[src/rtl/branch_predictor_btb.sv]
// branch_predictor_btb: tagged BTB + 2-bit BHT direction predictor; gshare BHT indexing when BRANCH_PRED_GSHARE_EN is defined
module branch_predictor_btb #(
  parameter int ENTRIES = 16,
  parameter int TAG_W   = 8,
  parameter int GHR_W   = $clog2(ENTRIES)
) (
  input  logic        clk,
  input  logic        rst,
  input  logic [31:0] lookup_pc,
  input  logic        lookup_is_branch,
  output logic        predicted_taken,
  output logic [31:0] predicted_address,
  output logic        sel,
  input  logic        upd_valid,
  input  logic [31:0] upd_pc,
  input  logic        upd_taken,
  input  logic [31:0] upd_target,
  input  logic        upd_pred_taken,
  output logic        mispredict,
  output logic [31:0] mispredict_count,
  output logic [31:0] branch_count
);
  localparam int IDX_W = $clog2(ENTRIES);
  logic             valid_q  [ENTRIES];
  logic             valid_d  [ENTRIES];
  logic [TAG_W-1:0] tag_q    [ENTRIES];
  logic [TAG_W-1:0] tag_d    [ENTRIES];
  logic [31:0]      target_q [ENTRIES];
  logic [31:0]      target_d [ENTRIES];
  logic [1:0]       bht_q    [ENTRIES];
  logic [1:0]       bht_d    [ENTRIES];
  logic             mispredict_q, mispredict_d;
  logic [31:0]      mp_cnt_q, mp_cnt_d;
  logic [31:0]      branch_cnt_q, branch_cnt_d;
  logic [IDX_W-1:0] l_idx, u_idx, l_bidx, u_bidx;
  logic [TAG_W-1:0] l_tag, u_tag;
  logic [1:0]       u_ctr;
  logic             hit;
  logic             unused_bits;
  assign l_idx = lookup_pc[IDX_W+1:2];
  assign u_idx = upd_pc[IDX_W+1:2];
  assign l_tag = lookup_pc[IDX_W+2 +: TAG_W];
  assign u_tag = upd_pc[IDX_W+2 +: TAG_W];
  assign unused_bits = ^{lookup_pc[31:IDX_W+TAG_W+2], lookup_pc[1:0], upd_pc[31:IDX_W+TAG_W+2], upd_pc[1:0]};

`ifdef BRANCH_PRED_GSHARE_EN
  // Global history is non-speculative: it only shifts in resolved outcomes
  logic [GHR_W-1:0] ghr_q, ghr_d;
  assign ghr_d  = upd_valid ? GHR_W'({ghr_q, upd_taken}) : ghr_q;
  assign l_bidx = l_idx ^ IDX_W'(ghr_q);
  assign u_bidx = u_idx ^ IDX_W'(ghr_q);
  // History register
  always_ff @(posedge clk or negedge rst)
    if (!rst) ghr_q <= '0;
    else      ghr_q <= ghr_d;
`else
  localparam int unused_ghr_w = GHR_W;
  assign l_bidx = l_idx;
  assign u_bidx = u_idx;
`endif

  // Lookup reads the registered tables only, so a same-cycle update is not bypassed
  always_comb begin
    hit               = valid_q[l_idx] && (tag_q[l_idx] == l_tag);
    predicted_taken   = lookup_is_branch && hit && bht_q[l_bidx][1];
    sel               = predicted_taken;
    predicted_address = predicted_taken ? target_q[l_idx] : lookup_pc + 32'd4;
  end

  assign u_ctr = bht_q[u_bidx];

  // Table next state: counter saturates at 0/3; only taken branches (re)allocate the BTB entry
  always_comb begin
    valid_d  = valid_q;
    tag_d    = tag_q;
    target_d = target_q;
    bht_d    = bht_q;
    if (upd_valid) begin
      bht_d[u_bidx] = upd_taken ? (&u_ctr ? u_ctr : u_ctr + 2'd1) : (|u_ctr ? u_ctr - 2'd1 : u_ctr);
      if (upd_taken) begin
        valid_d[u_idx]  = 1'b1;
        tag_d[u_idx]    = u_tag;
        target_d[u_idx] = upd_target;
      end
    end
  end

  // Statistics next state: both counters stick at all-ones
  always_comb begin
    mispredict_d = upd_valid && (upd_taken != upd_pred_taken);
    branch_cnt_d = (upd_valid && branch_cnt_q != '1) ? branch_cnt_q + 32'd1 : branch_cnt_q;
    mp_cnt_d     = (mispredict_d && mp_cnt_q != '1) ? mp_cnt_q + 32'd1 : mp_cnt_q;
  end

  // Table registers; counters reset to weakly not-taken
  always_ff @(posedge clk or negedge rst)
    if (!rst) begin
      for (int i = 0; i < ENTRIES; i++) begin
        valid_q[i]  <= 1'b0;
        tag_q[i]    <= '0;
        target_q[i] <= '0;
        bht_q[i]    <= 2'b01;
      end
    end else begin
      valid_q  <= valid_d;
      tag_q    <= tag_d;
      target_q <= target_d;
      bht_q    <= bht_d;
    end

  // Mispredict pulse and statistics registers
  always_ff @(posedge clk or negedge rst)
    if (!rst) begin
      mispredict_q <= 1'b0;
      mp_cnt_q     <= '0;
      branch_cnt_q <= '0;
    end else begin
      mispredict_q <= mispredict_d;
      mp_cnt_q     <= mp_cnt_d;
      branch_cnt_q <= branch_cnt_d;
    end

  assign mispredict       = mispredict_q;
  assign mispredict_count = mp_cnt_q;
  assign branch_count     = branch_cnt_q;
endmodule

[config.mk]
export PLATFORM = sky130hd
export DESIGN_NAME = branch_predictor_btb
export DESIGN_NICKNAME = d
export VERILOG_FILES = /design/src/rtl/branch_predictor_btb.sv
export SDC_FILE = /design/constraint.sdc
export NUM_CORES = 1
export LEC_CHECK = 0
export CAP_MARGIN = 20
export CORE_UTILIZATION = 55
export CTS_CLUSTER_SIZE = 20
export DETAILED_ROUTE_END_ITERATION = 8
export GPL_TIMING_DRIVEN = 1
export PLACE_DENSITY = 0.74
export SETUP_SLACK_MARGIN = 0.02
export SLEW_MARGIN = 40
export SYNTH_ARGS = -nofsm -noshare
export SYNTH_HDL_FRONTEND = slang
export SYNTH_SLANG_ARGS = --single-unit
[constraint.sdc]
create_clock -name clk -period 11.14 [get_ports clk]
set_clock_uncertainty 0.1 [all_clocks]
set_input_delay 1.671 -clock clk [delete_from_list [all_inputs] [get_ports clk]]
set_output_delay 1.671 -clock clk [all_outputs]
set_load 0.05 [all_outputs]
# Word level (Yosys, flattened, before mapping)
# Cells that the tools add are included.
# totals
regBits	753
latchBits	0
ram_bits	0
mem_bits_ro	0
out_inout_bits	99
wordCells	122
memories	0
# op_classes
n_addsub	5
multipliers	0
div_mod_pow	0
order_cmp	3
eq_ne	4
shift	0
muxes	30
bitwise	3
n_reduce_logical	10
# op_table
op	count
512-bit bitwise mux	1
32-bit binary-select mux with 4-bit select	1
128-bit bitwise mux	1
32-bit demux with 4-bit select	1
32-bit 2-to-1 mux	4
32-bit by 1-bit adder with 32-bit output, second input constant	2
32-bit != test, second input constant	2
32-bit by 3-bit adder with 32-bit output, second input constant	1
8-bit binary-select mux with 4-bit select	1
32-bit bitwise mux	1
8-bit demux with 4-bit select	1
8-bit 2-to-1 mux	3
2-bit binary-select mux with 4-bit select	2
2-bit 2-to-1 mux	8
16-bit bitwise OR	1
5-bit >= comparator, second input constant	2
4-bit inverter with 5-bit output	2
2-bit demux with 4-bit select	1
8-bit == test	1
1-bit logical AND	7
5-bit by 1-bit less-than comparator with 1-bit output, second input constant	1
1-bit binary-select mux with 4-bit select	1
1-bit demux with 4-bit select	1
2-bit AND reduction	2
5 further kinds	7

# Logic depth before layout (Yosys ltp)
# Gate-level depths: netlist of the first run.
# logic_depth
depth_word	9
ltp_mapped	12
mapped_depth_nobuf	8

# Worst setup path after synthesis of the first run
# OpenSTA, ideal clock, no wires.
# synth_timing
kind	input to output
start	in lookup_pc[2]
end	out sel
arrival_time_ns	5.350
required_ns	9.369
setup_slack_ns	4.019
stages	9
path_cell_list	buf_2 -> buf_2 -> mux4_2 -> mux2i_1 -> xor2_1 -> o21ai_0 -> nand2b_1 -> nor4_1 -> buf_4
# synth_between
elab_chain_cells	8
elab_cells_between_ends	14
classes_between	1 x eq/ne; 9 x mux; 1 x bitwise; 3 x reduce/logical
# synth_lines
element	line_no	source
from (decl)	9	input logic [31:0] lookup_pc,
4-bit inverter with 5-bit output (not written as such) (*)	64, 65	
8-bit binary-select mux with 4-bit select	64	hit = valid_q[l_idx] && (tag_q[l_idx] == l_tag);
8-bit 2-to-1 mux (not written as such) (2 in series)	64	
8-bit == test	64	
1-bit logical AND	64	
1-bit logical AND	65	predicted_taken = lookup_is_branch && hit && bht_q[l_bidx][1];
1-bit logical AND (*)	65	
to (decl)	13	output logic sel,
# Every way passes the cells marked *; elsewhere a longest branch is shown, timed or not. The select of a mux whose other input is x is not followed.

# Worst setup path after layout of the first run
# layout_timing
start	in lookup_pc[3]
end	out predicted_address[30]
# layout_between
elab_chain_cells	9
elab_cells_between_ends	19
classes_between	1 x add/sub; 1 x eq/ne; 13 x mux; 1 x bitwise; 3 x reduce/logical
# layout_lines
element	line_no	source
4-bit inverter with 5-bit output (not written as such)	64, 65, 67	
8-bit binary-select mux with 4-bit select	64	
8-bit 2-to-1 mux (not written as such) (2 in series)	64	
8-bit == test	64	
1-bit logical AND	64	
1-bit logical AND (2 in series)	65	
32-bit 2-to-1 mux (*)	67	predicted_address = predicted_taken ? target_q[l_idx] : lookup_pc + 32'd4;
to (decl)	12	output logic [31:0] predicted_address,
# Marked as above.

==> flow_metrics.tcl, run 1 <==
set metrics [dict create \
    grt_overflow 0 \
    synth_edf_count 0 \
    seqPwrFrac 0.470 \
    power.total_mw 7.59 \
    postCtsResizedCells 0 \
    critical-path-max-stage-delay_ns 0.78 \
    cts_hold_buf 0 \
    maxCapViolations 0 \
    synth-xor-area-share 0.0259 \
    hold_end "valid_q[14]" \
    grt_pass1_vias 21300 \
    cts_made_buffers 80 \
    syn_area_mm2 0.0347 \
    synth.top_cell.area_share 0.531 \
    seq_area_frac_synth 0.543 \
    regToRegStartpoint "branch_count[0]" \
    cp-end-kind "primary output" \
    path_max_fanout 63 \
    grt_pass1_wl_um 129000 \
    p_per_area_mw_per_mm2 189 \
    rows 91 \
    grtUsageTotal 0.267 \
    ir_drop_v 0.000112 \
    clockRootBuffer "clkbuf_16" \
    synth_cell_types 45 \
    first_pass_iters 7 \
    clockBufferDepth 3 \
    whs_path_depth 1 \
    wl_per_cell_um 25.4 \
    initial_core_util 0.560 \
    syn_to_final_growth_pct 15.4 \
    worst-r2r-cell-count 8 \
    drt-total-wl_um 82800 \
    period_needed_ns 7.89 \
    drtAntennaViolNets 0 \
    via_per_inst 6.17 \
    drive_gt1_frac 0.457 \
    fmax_mhz 127 \
    r2r_end "branch_count[21]" \
    drtIter0Drc 1300 \
    synth_top_family_by_area "multiplexers" \
    r2r_slack_ns 8.46 \
    dieArea_mm2 0.0642 \
    ios 201 \
    synth_fp_nets 2336 \
    p_sw_frac 0.251 \
    clkLatencyLatePin_ns 0.62 \
    synth-compound-area-share 0.00324 \
    yosysWarnings 0 \
    synth_seq_cells 753 \
    clkPwrFrac 0.356 \
    synth_ff_type "dfrtp_1" \
    coreArea_mm2 0.0621 \
    die_w_um 253 \
    final_util 0.646 \
    synth_top_area_cell "dfrtp_1" \
    netlist_top_cells_area "dfrtp_1 (53%), mux2_2 (22%), mux4_2 (13%), xnor2_1 (1.7%), dfstp_2 (1.2%)" \
    p_int_mw 5.68 \
    slew_violations 0 \
    tightest_slew_ns 0.845 \
    final_cells 3256 \
    drc 0 \
    finalNetCount 2463 \
    antenna_found_initial 4 \
    setup_slack_ns 3.25 \
    fin_tns_setup_ns 0 \
    slew-limit-headroom 0.437 \
    clk_pin_slew_worst_paths_ns 0.06 \
    grt_max_degree 114 \
    post-cts-setup-buffers 0 \
    yosys.area_share.adder 0.00166 \
    num_vias 20100 \
    dp_cells 3112 \
    synthCells 2231 \
    async_flop_share 1.00 \
    hp-start "valid_q[14]" \
    syn_area_per_cell_um2 15.6 \
    clkSinkCount 753 \
    p_comb_frac 0.174 \
    yosys.area_share.simple 0.0372 \
    yosysMostFrequentCell "dfrtp_1" \
    crit_arrival_ns 6.12 \
    placed_area_mm2 0.0374 \
    dp_slack_ns 3.24 \
    cp.required_ns 9.37 \
    start_kind "input pin" \
    path_class "in -> out" \
    cts.htree.levels 3 \
    p_leak_nw 17.8 \
    switching_power_mw 1.90 \
    die_h_um 253 \
    hold_ws_ns 0.369 \
    gp_congestion 0.818 \
    hold_viol 0 \
    synthTopCellsByCount "dfrtp_1 (737), mux2_2 (674), mux4_2 (206)" \
    dpl.hpwl_um 47100 \
    status "finished, final reports clean" \
    cp_slowest_cell "clkdlybuf4s50_1" \
    stdcell_area_mm2 0.0401 \
    setup_viol 0 \
    io_buffers 180 \
    cts_tree "done" \
    rsz0062_at_grt "false" \
    path_cells "buf_6 > buf_6 > mux4_2 > mux4_2 > xor2_1 > nor4_4 > buf_4 > mux2_1 > clkdlybuf4s50_1" \
    synthMuxAreaShare 0.367 \
    hold_class "reg -> reg" \
    post-route-period-util 0.708 \
]
==> cell usage in the layout (no fill, tap or decap), types with 18 or more instances in the layout <==
cell	n
clkbuf_1	20
xor2_1	30
nand2_1	49
nand3_1	45
mux2_2	674
nand4_1	26
nor2_1	34
xnor2_1	69
dfrtp_1	737
mux4_2	206
buf_6	18
clkdlybuf4s50_1	174
clkbuf_16	84
nand2b_1	21
mux2_4	20
==> power by group through the flow <==
stage	registers (mW)	clock network, mW	logic (mW)
3_5_place_dp	3.60	0	1.33
4_1_cts	3.56	2.75	1.33
2_1_floorplan	3.58	0	0.925
3_3_place_gp	3.55	0	1.27
5_1_grt	3.63	2.86	1.42
6_report	3.57	2.70	1.32
==> state kept, by name, indices dropped and copies added (netlist names) <==
register / count
target_q: 512
mispredict_count: 32
bht_q: 32
tag_q: 128
valid_q: 16
branch_count: 32
mispredict: 1
==> metal layers <==
layer,global-route usage,share of wire
met4,0.0802,0.023
met1,0.364,0.42
met5,0,0.00031
met2,0.445,0.51
met3,0.0390,0.048
==> layout make-up <==
class                   count  area (um^2)
clock inverters            24          313
fillers                  4377        22000
well taps                 837         1050
clock buffers             117         2360
flip-flops and latches    753        18900
inverters                  19         76.3
multi-input cells        1288        15200
diodes                      2         5.00
repair buffers            216         2260
==> worst max-delay path by stage <==
stage	from	end	cells past startpoint
final	lookup_pc[3]	predicted_address[30]	9
after global placement	lookup_pc[2]	predicted_address[30]	11
after detailed placement	lookup_pc[3]	predicted_address[30]	11
after global routing	lookup_pc[3]	predicted_address[29]	11
after floorplan	lookup_pc[2]	sel	9
after CTS	lookup_pc[3]	predicted_address[30]	9
==> worst max-delay path: cells and delay by family <==
family                    cells  cell delay, ns
xor gates and xnor gates      1            0.20
and+or+nand+nor               1            0.32
buffers and inverters         4            2.38
muxes                         3            1.48
==> cell families (layout without fill, tap and decap cells) <==
family                     after synthesis  after routing
buffers and inverters                  190            376
muxes                                  920            920
adders and majority gates                5              5
DFF                                    753            753
and+or+nand+nor                        248            248
other                                    0              2
xor gates and xnor gates               101            101
AOI/OAI and AO/OA                       14             14
Power figures use the tool's default switching activity.
==> run 2: changes to the inputs <==
--- a/config.mk
+++ b/config.mk
@@ -6,11 +6,11 @@
 export NUM_CORES = 1
 export LEC_CHECK = 0
 export CAP_MARGIN = 20
-export CORE_UTILIZATION = 55
+export CORE_UTILIZATION = 54
 export CTS_CLUSTER_SIZE = 20
 export DETAILED_ROUTE_END_ITERATION = 8
 export GPL_TIMING_DRIVEN = 1
-export PLACE_DENSITY = 0.74
+export PLACE_DENSITY = 0.76
 export SETUP_SLACK_MARGIN = 0.02
 export SLEW_MARGIN = 40
 export SYNTH_ARGS = -nofsm -noshare
==> constraint.sdc (replaced) <==
create_clock -name clk -period 6.6 [get_ports clk]
set_clock_uncertainty 0.1 [all_clocks]
set_input_delay 0.99 -clock clk [delete_from_list [all_inputs] [get_ports clk]]
set_output_delay 0.99 -clock clk [all_outputs]
set_load 0.05 [all_outputs]
==> flow_metrics.tcl, run 2 (synthesis results as in run 1) <==
set metrics [dict create \
    status "finished, final reports clean" \
    grt_pass1_vias 21700 \
    drtIter0Drc 1242 \
    placed_area_mm2 0.0374 \
    post-route-period-util 0.858 \
    clkLatencyLatePin_ns 0.63 \
    grtUsageTotal 0.264 \
    stdcell_area_mm2 0.0400 \
    num_vias 20200 \
    crit_arrival_ns 4.57 \
    clockBufferDepth 3 \
    die_h_um 256 \
    setup_viol 0 \
    grt_pass1_wl_um 131000 \
    drc 0 \
    start_kind "input pin" \
    worst-r2r-cell-count 8 \
    clkSinkCount 753 \
    drive_gt1_frac 0.470 \
    cts.htree.levels 3 \
    drtAntennaViolNets 0 \
    fin_tns_setup_ns 0 \
    clk_pin_slew_worst_paths_ns 0.06 \
    dp_cells 3126 \
    clockRootBuffer "clkbuf_16" \
    rsz0062_at_grt "false" \
    path_max_fanout 80 \
    layout_commonest_cell "dfrtp_1" \
    hold_class "in -> async" \
    wl_per_cell_um 25.6 \
    dp_slack_ns 0.937 \
    ios 201 \
    hold_viol 0 \
    gp_congestion 0.806 \
    maxCapViolations 0 \
    p_per_area_mw_per_mm2 316 \
    reg_top3 "target_q x512, tag_q x128" \
    cts_hold_buf 0 \
    first_pass_iters 7 \
    setup_slack_ns 0.937 \
    rows 92 \
    finalNetCount 2469 \
    regMostFlops "target_q" \
    initial_core_util 0.549 \
    postCtsResizedCells 0 \
    m1WireLength_um 35900 \
    cp.required_ns 5.51 \
    coreArea_mm2 0.0633 \
    final_cells 3272 \
    grt_overflow 0 \
    die_w_um 256 \
    antenna_found_initial 7 \
    post-cts-setup-buffers 0 \
    dr_wl_met3_um 3820 \
    final_cell_mix "dfrtp_1 (737), mux2_2 (674), mux4_2 (206)" \
    routed.top_layer "met5" \
    dpl.hpwl_um 49900 \
    dieArea_mm2 0.0654 \
    ir_drop_v 0.000184 \
    dr_wl_met2_um 42100 \
    cts_tree "done" \
    power.total_mw 12.6 \
    cts_made_buffers 80 \
    largest_register_ffs 512 \
    io_buffers 180 \
    tightest_slew_ns 0.833 \
    grt_max_degree 151 \
    cp-end-kind "primary output" \
    via_per_inst 6.16 \
    period_needed_ns 5.66 \
    path_class "in -> out" \
    p_leak_nw 17.8 \
    slew_violations 0 \
    drt-total-wl_um 83900 \
    slew-limit-headroom 0.443 \
    fmax_mhz 177 \
    syn_to_final_growth_pct 15.1 \
]
run 2: changes by cell type in the layout (fill, tap and decap cells not counted), sizes merged, moves of 3 or more:
cell           change
inv                +7
buf               +39
clkinv             -5
diode              +3
bufinv             -4
clkdlybuf4s50     -32
run 2: metrics by stage:
| step | hold WS, ns | utilization |
|---|---|---|
| floorplan | 0.334 | - |
| finish | 0.155 | 0.632 |
| global route | 0.150 | 0.632 |
| detailed placement | 0.353 | 0.590 |
| CTS | 0.139 | 0.630 |
| global placement | 0.350 | 0.588 |
run 2: path summary, 6_finish.rpt:
kind	from	to	slack, ns
worst max register to register	branch_count[0]	branch_count[28]	3.89
worst max-delay path	lookup_pc[3]	predicted_taken	0.94
max in group asynchronous	rst	target_q[223]	4.69
worst min-delay path	rst	target_q[248]	0.16
min in group clk	valid_q[8]	valid_q[8]	0.37
worst min register to register	valid_q[8]	valid_q[8]	0.37
run 2: power by group:
part / internal (mW) / switching, mW / total, mW / leakage [nW]
Sequential: 5.54 / 0.493 / 6.03 / 9.61
Clock: 2.54 / 1.84 / 4.38 / 1.25
Combinational: 1.31 / 0.927 / 2.23 / 6.98
run 2: layer usage:
metal,vias up,global-route usage
met4,4,0.0745
met2,458,0.439
met1,11000,0.358
met5,-,0
li1,8544,-
met3,132,0.0465
run 2: final cells by class:
type                    count  area, um^2
fillers                  4484       23300
flip-flops and latches    753       18900
multi-input cells        1288       15200
clock buffers             117        2300
repair buffers            222        2230
well taps                 846        1060
clock inverters            22         236
inverters                  19        71.3
diodes                      5        12.5
run 2: worst max-delay path, cell delays in order:
cell and delay (ns):
buf_8 0.55, buf_4 0.63, nand3_1 0.15, o2111ai_1 0.10, nand4_1 0.13, o22ai_1 0.30, nand4_1 0.14, nor4_1 0.55
clkdlybuf4s50_1 0.92
==> run 3: changes to the inputs <==
--- a/config.mk
+++ b/config.mk
@@ -10,7 +10,7 @@
 export CTS_CLUSTER_SIZE = 20
 export DETAILED_ROUTE_END_ITERATION = 8
 export GPL_TIMING_DRIVEN = 1
-export PLACE_DENSITY = 0.76
+export PLACE_DENSITY = 0.85
 export SETUP_SLACK_MARGIN = 0.02
 export SLEW_MARGIN = 40
 export SYNTH_ARGS = -nofsm -noshare
==> flow_metrics.tcl, run 3 (synthesis results as in run 1) <==
set metrics [dict create \
    status "finished, final reports clean" \
    dr_wl_met2_um 43500 \
    rsz0062_at_grt "false" \
    post-route-period-util 0.871 \
    post-cts-setup-buffers 0 \
    first_pass_iters 5 \
    wl_per_cell_um 26.2 \
    period_needed_ns 5.75 \
    fmax_mhz 174 \
    final_cell_mix "dfrtp_1 (737), mux2_2 (674), mux4_2 (206)" \
    cp.required_ns 5.51 \
    postCtsResizedCells 0 \
    layout_commonest_cell "dfrtp_1" \
    clk_pin_slew_worst_paths_ns 0.06 \
    gp_congestion 0.879 \
    placed_area_mm2 0.0373 \
    via_per_inst 6.20 \
    hold_ws_ns 0.110 \
    fin_tns_setup_ns 0 \
    grt_max_degree 171 \
    cts.htree.levels 3 \
    drtIter0Drc 1549 \
    antenna_cells 0 \
    ios 201 \
    antenna_found_initial 3 \
    start_kind "input pin" \
    largest_register_ffs 512 \
    dieArea_mm2 0.0654 \
    rows 92 \
    setup_viol 0 \
    drc 0 \
    clkSinkCount 753 \
    maxCapViolations 0 \
    drtAntennaViolNets 0 \
    crit_arrival_ns 4.66 \
    slew_violations 0 \
    finalNetCount 2461 \
    num_vias 20200 \
    routed.top_layer "met5" \
    clkLatencyLatePin_ns 0.62 \
    p_leak_nw 17.8 \
    coreArea_mm2 0.0633 \
    regMostFlops "target_q" \
    reg_top3 "target_q x512, tag_q x128" \
    ir_drop_v 0.000247 \
    path_max_fanout 16 \
    m1WireLength_um 34500 \
    die_w_um 256 \
    die_h_um 256 \
    clockRootBuffer "clkbuf_16" \
    drive_gt1_frac 0.471 \
    cts_tree "done" \
    grt_pass1_wl_um 133000 \
    p_per_area_mw_per_mm2 316 \
    hold_class "in -> async" \
    drt-total-wl_um 85500 \
    dr_wl_met3_um 5380 \
    syn_to_final_growth_pct 14.7 \
    stdcell_area_mm2 0.0399 \
    grtUsageTotal 0.267 \
    cts_hold_buf 0 \
    tightest_slew_ns 0.791 \
    hold_viol 0 \
    slew-limit-headroom 0.467 \
    io_buffers 180 \
    clockBufferDepth 3 \
    grt_pass1_vias 22300 \
    path_class "in -> out" \
    grt_overflow 0 \
    dpl.hpwl_um 51100 \
    power.total_mw 12.6 \
    cp-end-kind "primary output" \
    initial_core_util 0.549 \
    cts_made_buffers 75 \
]
run 3: layout make-up:
cell class	count	area [um^2]
timing repair buffer	219	2150
fill	4373	23500
clock inverter	19	206
inverter	19	71.3
clock buffer	116	2280
tap	846	1060
multi-input combinational	1288	15200
sequential	753	18900
run 3: stage by stage:
stage / cells / setup slack, ns / utilization
global placement: 3121 / 0.723 / 0.587
global route: 3260 / 0.717 / 0.630
finish: 3260 / 0.852 / 0.630
detailed placement: 3123 / 0.750 / 0.589
CTS: 3258 / 0.666 / 0.628
floorplan: 2231 / 0.841 / -
run 3: metal layers:
metal  GRT usage  vias up
li1            -     8523
met1       0.348    10900
met2       0.448      629
met3      0.0619      166
met4      0.0753        6
met5           0        -
run 3: power breakdown:
| group | switching, mW | leakage [nW] | total, mW | internal (mW) |
|---|---|---|---|---|
| sequential | 0.509 | 9.61 | 6.05 | 5.54 |
| combinational | 0.966 | 6.95 | 2.27 | 1.31 |
| clock | 1.78 | 1.23 | 4.29 | 2.50 |
| total | 3.26 | 17.8 | 12.6 | 9.35 |
run 3: worst paths after layout:
check	slack [ns]	endpoint	from	cells after the start
min	0.11	branch_count[27]	rst	1
max in group asynchronous	4.65	target_q[463]	rst	4
max	0.85	predicted_taken	lookup_pc[5]	10
min in group clk	0.37	valid_q[4]	valid_q[4]	1
min reg2reg	0.37	valid_q[4]	valid_q[4]	1
max reg2reg	3.79	branch_count[21]	branch_count[0]	8
run 3: worst max-delay path, cell delays in order:
cell,delay [ns]
clkdlybuf4s50_1,0.40
buf_4,0.22
inv_2,0.18
buf_4,0.44
mux4_2,0.44
xnor2_2,0.17
nand4_1,0.12
nor4_1,0.65
buf_4,0.23
clkdlybuf4s50_1,0.80
